**src/rtl/cdb_scheduler.sv**
```systemverilog
// Round-robin common-data-bus scheduler: grants one write-back request per cycle
// and registers the winning tag/result onto the CDB, with per-unit starvation flags.
module cdb_scheduler #(
  parameter int NREQ = 3,
  parameter int DW   = 64,
  parameter int TW   = 4
) (
  input  logic              clk,
  input  logic              rst,
  input  logic              cdb_hold,
  input  logic [NREQ-1:0]   req,
  input  logic [NREQ*TW-1:0] req_tag,
  input  logic [NREQ*DW-1:0] req_data,
  output logic [NREQ-1:0]   gnt,
  output logic              cdb_valid,
  output logic [TW-1:0]     cdb_id,
  output logic [DW-1:0]     cdb_data,
  output logic [NREQ-1:0]   starve
);

  localparam int PW = (NREQ > 1) ? $clog2(NREQ) : 1;
  localparam int CW = $clog2(NREQ + 1);

  logic [PW-1:0] rr_ptr;
  logic [PW-1:0] ptr_next;
  logic          any_gnt;
  logic [TW-1:0] win_tag;
  logic [DW-1:0] win_data;
  logic [CW-1:0] wait_cnt [NREQ];
  logic [CW-1:0] cnt_next [NREQ];

  // Scan from rr_ptr with wrap; first requester found wins.
  always_comb begin : pick
    int unsigned idx;
    gnt     = '0;
    any_gnt = 1'b0;
    idx     = 0;
    if (!rst && !cdb_hold) begin
      for (int unsigned off = 0; off < NREQ; off++) begin
        idx = 32'(rr_ptr) + off;
        if (idx >= NREQ) idx = idx - NREQ;
        if (!any_gnt && req[idx]) begin
          gnt[idx] = 1'b1;
          any_gnt  = 1'b1;
        end
      end
    end
  end

  // Winner mux is zero when nothing is granted, so the bus clears on idle edges.
  always_comb begin
    win_tag  = '0;
    win_data = '0;
    ptr_next = rr_ptr;
    for (int unsigned i = 0; i < NREQ; i++) begin
      if (gnt[i]) begin
        win_tag  = req_tag[i*TW +: TW];
        win_data = req_data[i*DW +: DW];
        ptr_next = (i == NREQ - 1) ? '0 : PW'(i + 1);
      end
    end
  end

  always_comb begin
    for (int unsigned i = 0; i < NREQ; i++) begin
      cnt_next[i] = wait_cnt[i];
      if (gnt[i] || !req[i]) begin
        cnt_next[i] = '0;
      end else if (wait_cnt[i] != CW'(NREQ)) begin
        cnt_next[i] = wait_cnt[i] + 1'b1;
      end
    end
  end

  always_ff @(posedge clk or posedge rst) begin
    if (rst) begin
      rr_ptr    <= '0;
      cdb_valid <= 1'b0;
      cdb_id    <= '0;
      cdb_data  <= '0;
      starve    <= '0;
      for (int unsigned i = 0; i < NREQ; i++) wait_cnt[i] <= '0;
    end else begin
      rr_ptr    <= ptr_next;
      cdb_valid <= any_gnt;
      cdb_id    <= win_tag;
      cdb_data  <= win_data;
      for (int unsigned i = 0; i < NREQ; i++) begin
        wait_cnt[i] <= cnt_next[i];
        starve[i]   <= (cnt_next[i] >= CW'(NREQ));
      end
    end
  end

endmodule

```
**config.mk**
```make
export PLATFORM = sky130hd
export DESIGN_NAME = cdb_scheduler
export DESIGN_NICKNAME = d
export VERILOG_FILES = /design/src/rtl/cdb_scheduler.sv
export SDC_FILE = /design/constraint.sdc
export NUM_CORES = 1
export LEC_CHECK = 0
export CAP_MARGIN = 0
export CORE_MARGIN = 3
export CORE_UTILIZATION = 35
export CTS_BUF_LIST = sky130_fd_sc_hd__clkbuf_16
export DETAILED_ROUTE_END_ITERATION = 16
export PLACE_DENSITY = 0.78
export SLEW_MARGIN = 20
export SYNTH_ARGS = -nofsm -noshare
export SYNTH_HDL_FRONTEND = slang
export SYNTH_SLANG_ARGS = --single-unit
export TNS_END_PERCENT = 30
```
**constraint.sdc**
```tcl
create_clock -name clk -period 2.3 [get_ports clk]
set_input_delay 0.23 -clock clk [delete_from_list [all_inputs] [get_ports clk]]
set_output_delay 0.23 -clock clk [all_outputs]
set_load 0.02 [all_outputs]
```
* After elaboration in Yosys (flattened, before gate mapping) *
Cells that the tools add are included.

word-level totals
  register bits after elaboration = 80
  input bits = 210
  output and inout bits = 75
  logic and storage cells = 95

cells by class
  $add $sub $neg = 8
  order comparisons = 12
  eq/ne operators = 3
  multiplexer cells = 45
  bitwise gates (word level) = 2
  reductions and logical operators = 17

operators with widths
  operator                                                                               number
  32-bit two-way mux                                                                     6
  64-bit two-way mux                                                                     3
  32-bit by 1-bit greater-or-equal comparator with 1-bit output (second input constant)  3
  32-bit by 3-bit less-than comparator with 1-bit output (second input constant)         3
  2-bit two-way mux                                                                      9
  3-bit two-way mux                                                                      6
  1-bit two-way mux                                                                      12
  4-bit two-way mux                                                                      3
  2-bit greater-or-equal comparator (second input constant)                              4
  3-bit by 2-bit subtractor with 4-bit output (second input constant)                    2
  1-bit logical NOT                                                                      7
  2-bit by 1-bit adder with 2-bit output (second input constant)                         3
  1-bit binary-select mux with 2-bit select                                              3
  1-bit demux with 2-bit select                                                          3
  3-bit by 2-bit greater-or-equal comparator with 1-bit output (second input constant)   2
  1-bit logical AND                                                                      6
  2-bit inequality test (second input constant)                                          3
  3-bit bitwise OR                                                                       2
  2-bit by 1-bit adder with 3-bit output (second input constant)                         1
  2-bit by 2-bit adder with 3-bit output (second input constant)                         1
  1-bit logical OR                                                                       3
  3-bit nonzero test                                                                     1
  2-bit by 2-bit subtractor with 3-bit output (second input constant)                    1

* Logic depth before layout (Yosys ltp) *
Gate-level depths: netlist of the first run.

  depth after elaboration = 18
  mapped depth = 11
  depth with buffers taken out = 8

* Worst setup path after synthesis of the first run *
Ideal clock, no wire load.

  path kind = reg-to-output
  start = register rr_ptr[1]
  end = output port gnt[1]
  arrival = 1.950 ns
  required time = 2.070 ns
  slack = 0.120 ns
  cell stages (with the launch flop) = 9
  buffers on the path = 1
  cell sequence = dfrtp_1 > inv_1 > ha_1 > mux2i_1 > o211ai_2 > o2bb2ai_2 > buf_2 > nand2_1 > inv_1

between the ends
  longest elaborated chain between the ends = 15
  elaborated cells between the ends (all ways) = 51
  classes of those cells = 5 x add/sub; 9 x order compare; 28 x mux; 2 x bitwise; 7 x reduce/logical

ends and longest elaborated chain
  item                                                                                                                    RTL line  RTL
  start: declaration                                                                                                      24        logic [PW-1:0] rr_ptr;
  start signal: assignment                                                                                                84        rr_ptr <= ptr_next;
  parallel branches: the longest is 13 deep, another holds 32-bit by 1-bit greater-or-equal comparator with 1-bit output  -
  3-bit two-way mux *                                                                                                     42        if (!any_gnt && req[idx]) begin
  3-bit two-way mux *                                                                                                     38        if (!rst && !cdb_hold) begin
  end: declaration                                                                                                        14        output logic [NREQ-1:0] gnt,

Mark *: on every way between the ends. The select of a mux whose other input is x is not followed.

* Worst setup path in the final report of the first run *
  start = register rr_ptr[1]
  end = output port gnt[0]

The elaborated chain is that of the path after synthesis.

==> summary.md, run 1 <==
| Metric | Value |
|---|---|
| Core Box Area | `0.0135 mm2` |
| Maximum clock rate | `429 MHz` |
| Clock buffer depth | `2` |
| Via density | `6.13` |
| Required @ worst endpoint | `2.07 ns` |
| Cells after Synth | `486` |
| Antenna cells | `0` |
| Most frequent cells in the layout | `281 x clkdlybuf4s50_1, 118 x o211ai_1, 80 x dfrtp_1` |
| First-pass GRT wire length | `30900 um` |
| Result of the run | `finished with violations` |
| R2R Path Start | `rr_ptr[1]` |
| RePlAce Congestion | `0.825` |
| Chip Height | `124 um` |
| Number of clock sinks | `80` |
| Setup crit end kind | `output port` |
| RSZ-0062 raised after global routing | `yes` |
| Num rows | `42` |
| Maxcap violations | `0` |
| Design Area, Final | `0.00896 mm2` |
| TritonCTS clock tree | `yes` |
| Total grt overflow | `0` |
| Dpl cell area | `0.00811 mm2` |
| Post-route ant nets | `0` |
| Seq pwr share | `17.8%` |
| IO buf count | `284` |
| Post-synthesis sequential area ratio | `41.1%` |
| Switch Pwr | `5.25 mW` |
| DIE AREA | `0.0154 mm2` |
| Minimum clock period after layout | `2.33 ns` |
| Crit path setup slack, layout | `-0.0298 ns` |
| DPL Wire Length | `13800 um` |
| Place WS | `-0.187 ns` |
| Root Buffer | `clkbuf_16` |
| Hold_buf cts | `0` |
| Clock Power Share | `12.2%` |
| Syn_nets | `700` |
| Startpoint types | `flip-flop` |
| Power share of the combinational group | `70.0%` |
| R2R Setup Slk | `-0.03 ns` |
| Syn_area_per_cell | `10.0 um2` |
| Critical path class | `flip-flop to output port` |
| Die width | `124 um` |
| Mapped Area | `0.00488 mm2` |
| Initial Util | `36.2%` |
| CP arrival | `2.10 ns` |
| Distinct cells, synth | `36` |
| Final setup fails | `5` |
| LEAKAGE | `3.41 nW` |
| CTS Buf Count | `9` |
| Final Max Tran Viols | `0` |
| Skew-Pair Late Insertion Delay | `0.33 ns` |
| Cell Int Power | `6.04 mW` |
| # fillers | `1048` |
| Slew @ Worst Pin | `0.498 ns` |
| Initial antenna violation count | `0` |
| Vias in the first global route | `5729` |
| Post-DR wirelength/cell | `22.7 um` |
| Total track usage | `25.7%` |
| R2R depth | `10` |
| Peak supply drop | `0.639 mV` |
| Total vias in the final route | `5868` |
| Layout Skew | `0.00745 ns` |
| DRT iter0 DRCs | `389` |
| Clk pin slew, worst setup/hold paths | `0.06 ns` |
| Synth Register Bits | `80` |
| Fin nets | `990` |
| Switching Fraction | `46.5%` |
| Boundary Pins | `285` |
| Final wirelength | `21700 um` |
| Final Hold Viols | `0` |
| Max_slew headroom | `66.8%` |
| Post-route clock period utilization | `101%` |
| Area grow syn2layout | `83.8%` |
| Failing checks | `negative setup slack` |
| Commonest non-fill, non-tap cell in the layout | `clkdlybuf4s50_1` |
| Min-Delay Path Class | `input pin to async pin` |
| Share of layout cells above drive strength 1 | `18.2%` |
| R2R Path End | `cdb_id[2]` |
| First-pass iteration count of the detailed router | `5` |
| Htree depth | `3` |
| Yosys warning count | `0` |
| Crit Path Max Fanout | `6` |
| DRC errors left | `0` |
| Pwr/cell area | `1260 mW/mm2` |
| Largest net degree at the start of global routing | `85` |
==> flip-flops by register name, indices dropped and copies added, names as in the netlist <==
register	cells
rr_ptr	2
cdb_data	64
cdb_valid	1
starve	3
wait_cnt	6
cdb_id	4
==> synth_stat cells <==
library cell  instances  area [um2]
a211o_1               1        8.76
a211oi_2              1        12.5
a21boi_1              1        7.51
a21oi_1               3        15.0
a21oi_2               1        8.76
a221oi_1              1        8.76
a2bb2oi_2             1        15.0
and3_1                6        37.5
and3b_1               1        8.76
buf_1                 1        3.75
buf_2                29         145
buf_4                 5        37.5
buf_6                 3        33.8
clkbuf_1             35         131
dfrtp_1              80        2000
ha_1                  4        50.1
inv_1                 8        30.0
mux2_2                1        11.3
mux2i_1               2        20.0
nand2_1               3        11.3
nand2_2               1        6.26
nand2b_1              3        18.8
nand3_1              68         340
nand3b_1              2        15.0
nor2_1                6        22.5
nor3b_1               1        7.51
nor4bb_1              1        10.0
o2111ai_1            68         596
o211a_1               3        30.0
o211ai_1            118         886
o211ai_2             22         275
o21ai_2               1        8.76
o21ai_4               1        16.3
o2bb2ai_1             1        8.76
o2bb2ai_2             2        30.0
or2_2                 1        6.26
==> repair_timing <==
item                                    in CTS  in global routing
setup buffers                                9                  3
resized for setup                           46                 40
cloned                                       1                  6
pin swaps                                    8                 49
endpoints found under the setup margin      72                 73
==> cell families after synthesis <==
| family | share of synthesized area [%] |
|---|---|
| buffers and inverters | 7.83 |
| muxes | 0.642 |
| adders and majority gates | 1.03 |
| AOI/OAI and AO/OA | 39.5 |
| and+or+nand+nor | 9.93 |
| DFF | 41.1 |
==> how the worst max path moves through the flow <==
stage	slack [ns]	startpoint	end	cells past startpoint
after floorplan	0.02	rst	cdb_data[0]	1
after global placement	-0.09	rr_ptr[0]	gnt[2]	8
after detailed placement	-0.19	rr_ptr[0]	cdb_data[37]	8
after CTS	-0.02	rr_ptr[1]	cdb_id[2]	10
after global routing	-0.11	rr_ptr[0]	gnt[0]	9
final	-0.03	rr_ptr[1]	gnt[0]	9
==> power by group through the flow <==
stage          clock network, mW  logic, mW  registers, mW
2_1_floorplan                  0       3.35           2.54
3_3_place_gp                   0       6.49           2.02
3_5_place_dp                   0       6.62           2.03
4_1_cts                     1.40       7.10           2.01
5_1_grt                     1.46       8.29           2.05
6_report                    1.38       7.90           2.01
==> per-stage QoR <==
step	hold slack [ns]	total power [mW]	instances	util, %	setup TNS (ns)
2_1_floorplan	0.358	5.89	486	-	0
3_3_place_gp	0.491	8.50	923	60.3	-0.417
3_5_place_dp	0.503	8.65	923	60.3	-7.96
4_1_cts	0.187	10.5	948	64.2	-0.0326
5_1_grt	0.200	11.8	957	66.6	-2.63
6_report	0.203	11.3	957	66.6	-0.0758
==> worst max-delay path, stage by stage (launching register included) <==
cell and delay [ns]:
dfrtp_1 0.41, buf_6 0.14, ha_4 0.24, and3b_2 0.24, buf_6 0.12, a21oi_4 0.14, o2bb2ai_4 0.10, o211ai_2 0.19
inv_1 0.07, buf_6 0.13
==> routing by layer <==
layer / vias up / part of all wire, % / global-route usage (%)
met1: 2801 / 37 / 30.2
met2: 412 / 49 / 43.9
met4: 0 / 3.3 / 11.0
met3: 63 / 10 / 7.13
li1: 2592 / - / -
met5: - / 0 / 0
==> final cells by class <==
class,count,area [um2],area share (%)
Timing Repair Buffer,352,3710,41.4
Multi-Input combinational cell,325,2720,30.4
Tap cell,176,220,2.46
Clock inverter,7,55.1,0.614
Inverter,8,31.3,0.349
Clock buffer,9,225,2.51
Sequential cell,80,2000,22.3
Power figures use the tool's default switching activity.
==> inputs of run 2 (changes only) <==
- CORE_ASPECT_RATIO: not set -> 0.8
==> run 2 against run 1 <==
The flow still finishes with violations (negative setup slack). Sequential power about the same. Setup slack worse by 0.10 ns. Die area about the same. Count of clock-buffer cells in the layout unchanged. Routed wire length up 2.3%. First-iteration DRC count up 44%. Critical path depth up 2. Via count up 1.4%. Combinational power about the same. Non-clock buffer count up 1.
==> summary.md, run 2 (same netlist as run 1, synthesis figures left out) <==
| Metric | Value |
|---|---|
| RSZ-0062 raised after global routing | `yes` |
| Design Area, Final | `0.00893 mm2` |
| # fillers | `984` |
| Maxcap violations | `0` |
| Minimum clock period after layout | `2.43 ns` |
| Crit Path Max Fanout | `5` |
| Required @ worst endpoint | `2.53 ns` |
| Skew-Pair Late Insertion Delay | `0.33 ns` |
| Critical path class | `flip-flop to flip-flop` |
| DPL Wire Length | `14000 um` |
| Result of the run | `finished with violations` |
| Post-route clock period utilization | `106%` |
| Clock buffer depth | `2` |
| Maximum clock rate | `411 MHz` |
| DRT iter0 DRCs | `560` |
| Post-DR wirelength/cell | `23.2 um` |
| GR Util met1 | `32.4%` |
| Final Max Tran Viols | `0` |
| R2R Setup Slk | `-0.13 ns` |
| Worst path cell trace | `inv_2 -> ha_4 -> buf_6 -> clkinvlp_4 -> a211oi_4 -> buf_4 -> a2bb2oi_4 -> o211ai_4 -> buf_6 -> buf_12 -> o211ai_1` |
| Antenna cells | `0` |
| Area occupied by multi-input gates | `0.00268 mm2` |
| Worst Setup SP | `rr_ptr[1]` |
| CTS Buf Count | `9` |
| R2R Path Start | `rr_ptr[1]` |
| First-pass GRT wire length | `31900 um` |
| Commonest non-fill, non-tap cell in the layout | `clkdlybuf4s50_1` |
| LEAKAGE | `3.39 nW` |
| M3 GR Usage | `6.41%` |
| Final wirelength | `22200 um` |
| Layout Skew | `0.00348 ns` |
| Slew @ Worst Pin | `0.557 ns` |
| Top Registers | `cdb_data (64), wait_cnt (6), cdb_id (4)` |
| Number of clock sinks | `80` |
| CP top delay family | `buffers and inverters` |
| DRC errors left | `0` |
| Post-route ant nets | `0` |
| Num rows | `37` |
| Largest net degree at the start of global routing | `75` |
| DIE AREA | `0.0154 mm2` |
| Setup_tns | `-4.83 ns` |
| Final Hold Viols | `0` |
| Total vias in the final route | `5952` |
| Htree depth | `3` |
| Worst path most repeated cell | `buf_6` |
| Failing checks | `negative setup slack` |
| Total grt overflow | `0` |
| Total track usage | `25.8%` |
| Vias in the first global route | `5891` |
| Initial Util | `36.8%` |
| FF/Latch Area | `0.00200 mm2` |
| GR Util met2 | `43.9%` |
| Largest reg by FF count | `cdb_data` |
| Chip Height | `112 um` |
| IO buf count | `284` |
| RePlAce Congestion | `0.969` |
| Most frequent cells in the layout | `281 x clkdlybuf4s50_1, 118 x o211ai_1, 79 x dfrtp_1` |
| Area grow syn2layout | `83.1%` |
| Worst path max stage delay | `0.44 ns` |
| CP arrival | `2.66 ns` |
| Dpl cell area | `0.00813 mm2` |
| Fin util | `67.4%` |
| Setup crit end kind | `flip-flop` |
| Max reg flops | `64` |
| Root Buffer | `clkbuf_16` |
| TritonCTS clock tree | `yes` |
| Clk pin slew, worst setup/hold paths | `0.06 ns` |
| Fin nets | `991` |
| Peak supply drop | `0.873 mV` |
| Max_slew headroom | `62.9%` |
| Min-Delay Path Class | `input pin to async pin` |
| Initial antenna violation count | `0` |
| Startpoint types | `flip-flop` |
| Crit path setup slack, layout | `-0.130 ns` |
| Gr busiest metal | `met2` |
| Core Box Area | `0.0132 mm2` |
| First-pass iteration count of the detailed router | `5` |
| Worst path slowest cell | `dfrtp_1` |
| Final setup fails | `71` |
| Share of layout cells above drive strength 1 | `18.0%` |
| Hold_buf cts | `0` |
| Die width | `138 um` |
| Boundary Pins | `285` |
| Crit path buf inv count | `6` |
| Via density | `6.22` |
| Pwr/cell area | `1290 mW/mm2` |
[run 2: routing by layer]
| metal | part of all wire, % | wire length, um |
|---|---|---|
| met1 | 38 | 8530 |
| met4 | 2.7 | 609 |
| met2 | 50 | 11200 |
| met3 | 8.6 | 1910 |
| met5 | 0 | 0 |
[run 2: timing repair]
item,4_1_cts,5_1_grt
buffers inserted,5,7
gates cloned,0,6
setup endpoints to repair,60,73
pin swaps,8,50
gates resized for setup,32,40
[run 2: area by class of cell]
cell class | instances | share of cell area, %
clock inverters | 7 | 1.23
clock buffers | 9 | 2.52
flip-flops and latches | 80 | 22.4
well taps | 175 | 2.45
multi-input cells | 325 | 30.0
repair buffers | 353 | 40.9
inverters | 8 | 0.420
[run 2: path summary, 6_finish.rpt]
kind                       depth (start not counted)      endpoint
min                                                4     starve[0]
min reg2reg                                        1   wait_cnt[1]
max reg2reg                                       11  cdb_data[32]
max in group asynchronous                          4  cdb_data[31]
max                                               11  cdb_data[32]
min in group clk                                   3   cdb_data[6]
[run 2: power breakdown]
| group | internal (mW) | switching, mW |
|---|---|---|
| Combinational | 3.31 | 4.57 |
| Sequential | 1.85 | 0.178 |
| Clock | 1.05 | 0.583 |
| Total | 6.22 | 5.33 |
[run 2: worst min-delay path, stage by stage]
cell,delay [ns]
clkdlybuf4s50_1,0.42
buf_4,0.15
clkinv_2,0.04
buf_4,0.42
[run 2: per-stage QoR]
stage / hold slack [ns] / setup slack (ns) / cells / power, mW
detailed placement: 0.503 / -0.223 / 923 / 8.73
floorplan: 0.358 / 0.0183 / 486 / 5.89
CTS: 0.464 / -0.0610 / 944 / 10.6
global placement: 0.489 / -0.172 / 923 / 8.55
global route: 0.478 / -0.201 / 957 / 12.1
finish: 0.474 / -0.130 / 957 / 11.5
==> edit (config.mk and constraints of run 2) <==
Take the reset off `cdb_data` and load it in a clocked block of its own.
--- a/src/rtl/cdb_scheduler.sv
+++ b/src/rtl/cdb_scheduler.sv
@@ -77,14 +77,12 @@
       rr_ptr    <= '0;
       cdb_valid <= 1'b0;
       cdb_id    <= '0;
-      cdb_data  <= '0;
       starve    <= '0;
       for (int unsigned i = 0; i < NREQ; i++) wait_cnt[i] <= '0;
     end else begin
       rr_ptr    <= ptr_next;
       cdb_valid <= any_gnt;
       cdb_id    <= win_tag;
-      cdb_data  <= win_data;
       for (int unsigned i = 0; i < NREQ; i++) begin
         wait_cnt[i] <= cnt_next[i];
         starve[i]   <= (cnt_next[i] >= CW'(NREQ));
@@ -92,5 +90,9 @@
     end
   end
 
+  always_ff @(posedge clk) begin
+    cdb_data <= win_data;
+  end
+
 endmodule
 
Formal check against the unedited RTL: differs if rst is asserted again (counterexample within 4 cycles, from zero or initial values and one cycle with rst high); with rst held inactive, the same outputs for 4 cycles.
==> edit against run 2 <==
The flow still finishes with violations (setup timing); clock power decreased by 23%; routed wire length down 28%; first-iteration DRC count down 61%; sequential cell count unchanged; count of clock-buffer cells in the layout unchanged; area after synthesis fell by 30%; non-clock buffer count shrank 17; maximum frequency increased by 0.89%; worst setup slack improved by 0.021 ns; total power shrank 40%; design area down 19%; critical endpoint is now cdb_data[52]; largest power group unchanged.
==> edit: results (changes against run 2) <==
[status]
outcome = finished, violations left
violations = setup timing

[global_route]
grt_pass1_wl_um = 22200  ; -30%
use_met2_pct = 49.9  ; +6.0 points
first_global_vias = 3981  ; -32%
met1_usage_pct = 29.9  ; -2.5 points
grt_max_degree = 27  ; -64%
use_met3_pct = 8.56  ; +2.2 points

[critical_path]
cp.arrival_ns = 2.63  ; -0.03 ns
path_max_fanout = 7  ; +2
max_stage_delay_ns = 0.41  ; -0.03 ns
slowest_stage = dfrtp_1

[routing]
wl_met3_um = 1360  ; -29%
m1WireLength_um = 5960  ; -30%
drt-initial-drc-count = 219  ; -61%
firstDrtPassIters = 4  ; -1
route.met2.wl_um = 8260  ; -26%
vias_per_cell = 5.12  ; -18%
wl_um = 15900  ; -28%

[finish]
fin_nets = 851  ; -14%
drive_gt1_share_pct = 14.6  ; -3.4 points
finalNonFillerCells = 757  ; -21%

[placement]
dpl.cell_count = 720  ; -22%
place_congestion = 0.821  ; -15%
dp_hpwl_um = 11400  ; -19%

[synth]
synthTopCellsByCount = a221o_1 (68), and2_1 (68), dfxtp_1 (64)
synthTopCellsByArea = dfxtp_1 (38%), a221o_1 (20%), and2_1 (12%)
synth_nets = 528  ; -25%
synth_compound_area_share_pct = 25.5  ; -14 points
synthCells = 314  ; -35%
yosysSeqAreaShare_pct = 49.3  ; +8.2 points
async_flop_share_pct = 20.0  ; -80 points
synth_cell_types = 34  ; -5.6%
synthAdderAreaFrac_pct = 1.47  ; +0.44 points

[power_and_ir_drop]
ir_drop_mv = 0.531  ; -39%
leakage_nw = 2.94  ; -13%
power.density_mw_per_mm2 = 955  ; -26%

[timing]
setup_viol = 70  ; -1.4%
setup_ws_ns = -0.109  ; +0.0214 ns
fin_hold_ws_ns = 0.350  ; -0.124 ns
skew_ns = 0.00514  ; +0.00165 ns
max_slew_margin_pct = 56.9  ; -6.0 points

[clocking]
cts_setup_buffers = 12  ; +7

[edit: cell types whose count changed after synthesis, moves of 22 or more]
cell,before,now
a221o_1,0,68
and2_1,0,68
clkbuf_1,35,9
dfrtp_1,80,16
dfxtp_1,0,64
nand3_1,68,0
o2111ai_1,68,0
o211ai_1,118,0
o211ai_2,22,0
[edit: area by class of cell]
type                       instances  area, um^2
inverter                          10        37.5
fill                             629        2020
timing repair buffer             336        3460
sequential                        80        1680
tap                              115         144
clock buffer                       9         225
multi-input combinational        200        1670
clock inverter                     7        33.8
[edit: path summary, 6_finish.rpt]
path / from / end / depth (start not counted)
min in group clk: wait_cnt[4] / wait_cnt[4] / 1
setup reg to reg: rr_ptr[0] / cdb_data[52] / 10
hold / removal: rst / starve[2] / 2
setup / recovery: rr_ptr[0] / cdb_data[52] / 10
hold reg to reg: wait_cnt[4] / wait_cnt[4] / 1
max in group asynchronous: rst / wait_cnt[1] / 2
[edit: cell families (layout without fill, tap and decap cells)]
logic type	Yosys count	count (layout)
AND/OR/NAND/NOR	102	102
AO/OA/AOI/OAI	91	91
flip-flops	80	80
buffers and inverters	34	362
adder cells (fa/ha/maj)	4	4
multiplexers	3	3
[edit: through the flow]
stage	worst slack (ns)	instance area [um^2]	setup TNS, ns
after floorplan	0.0129	3430	0
final	-0.109	7250	-4.76
after global routing	-0.193	7250	-11.30
after detailed placement	-0.332	6580	-21.13
after global placement	-0.306	6580	-16.06
after CTS	-0.121	7120	-4.68
[edit: worst max-delay path, delay by kind of cell (launching register included)]
kind                       cells  cell delay [ns]
and+or+nand+nor                1             0.07
DFF                            1             0.41
buffers and inverters          3             0.43
muxes                          1             0.24
adders and majority gates      1             0.16
AOI/OAI and AO/OA              4             0.98
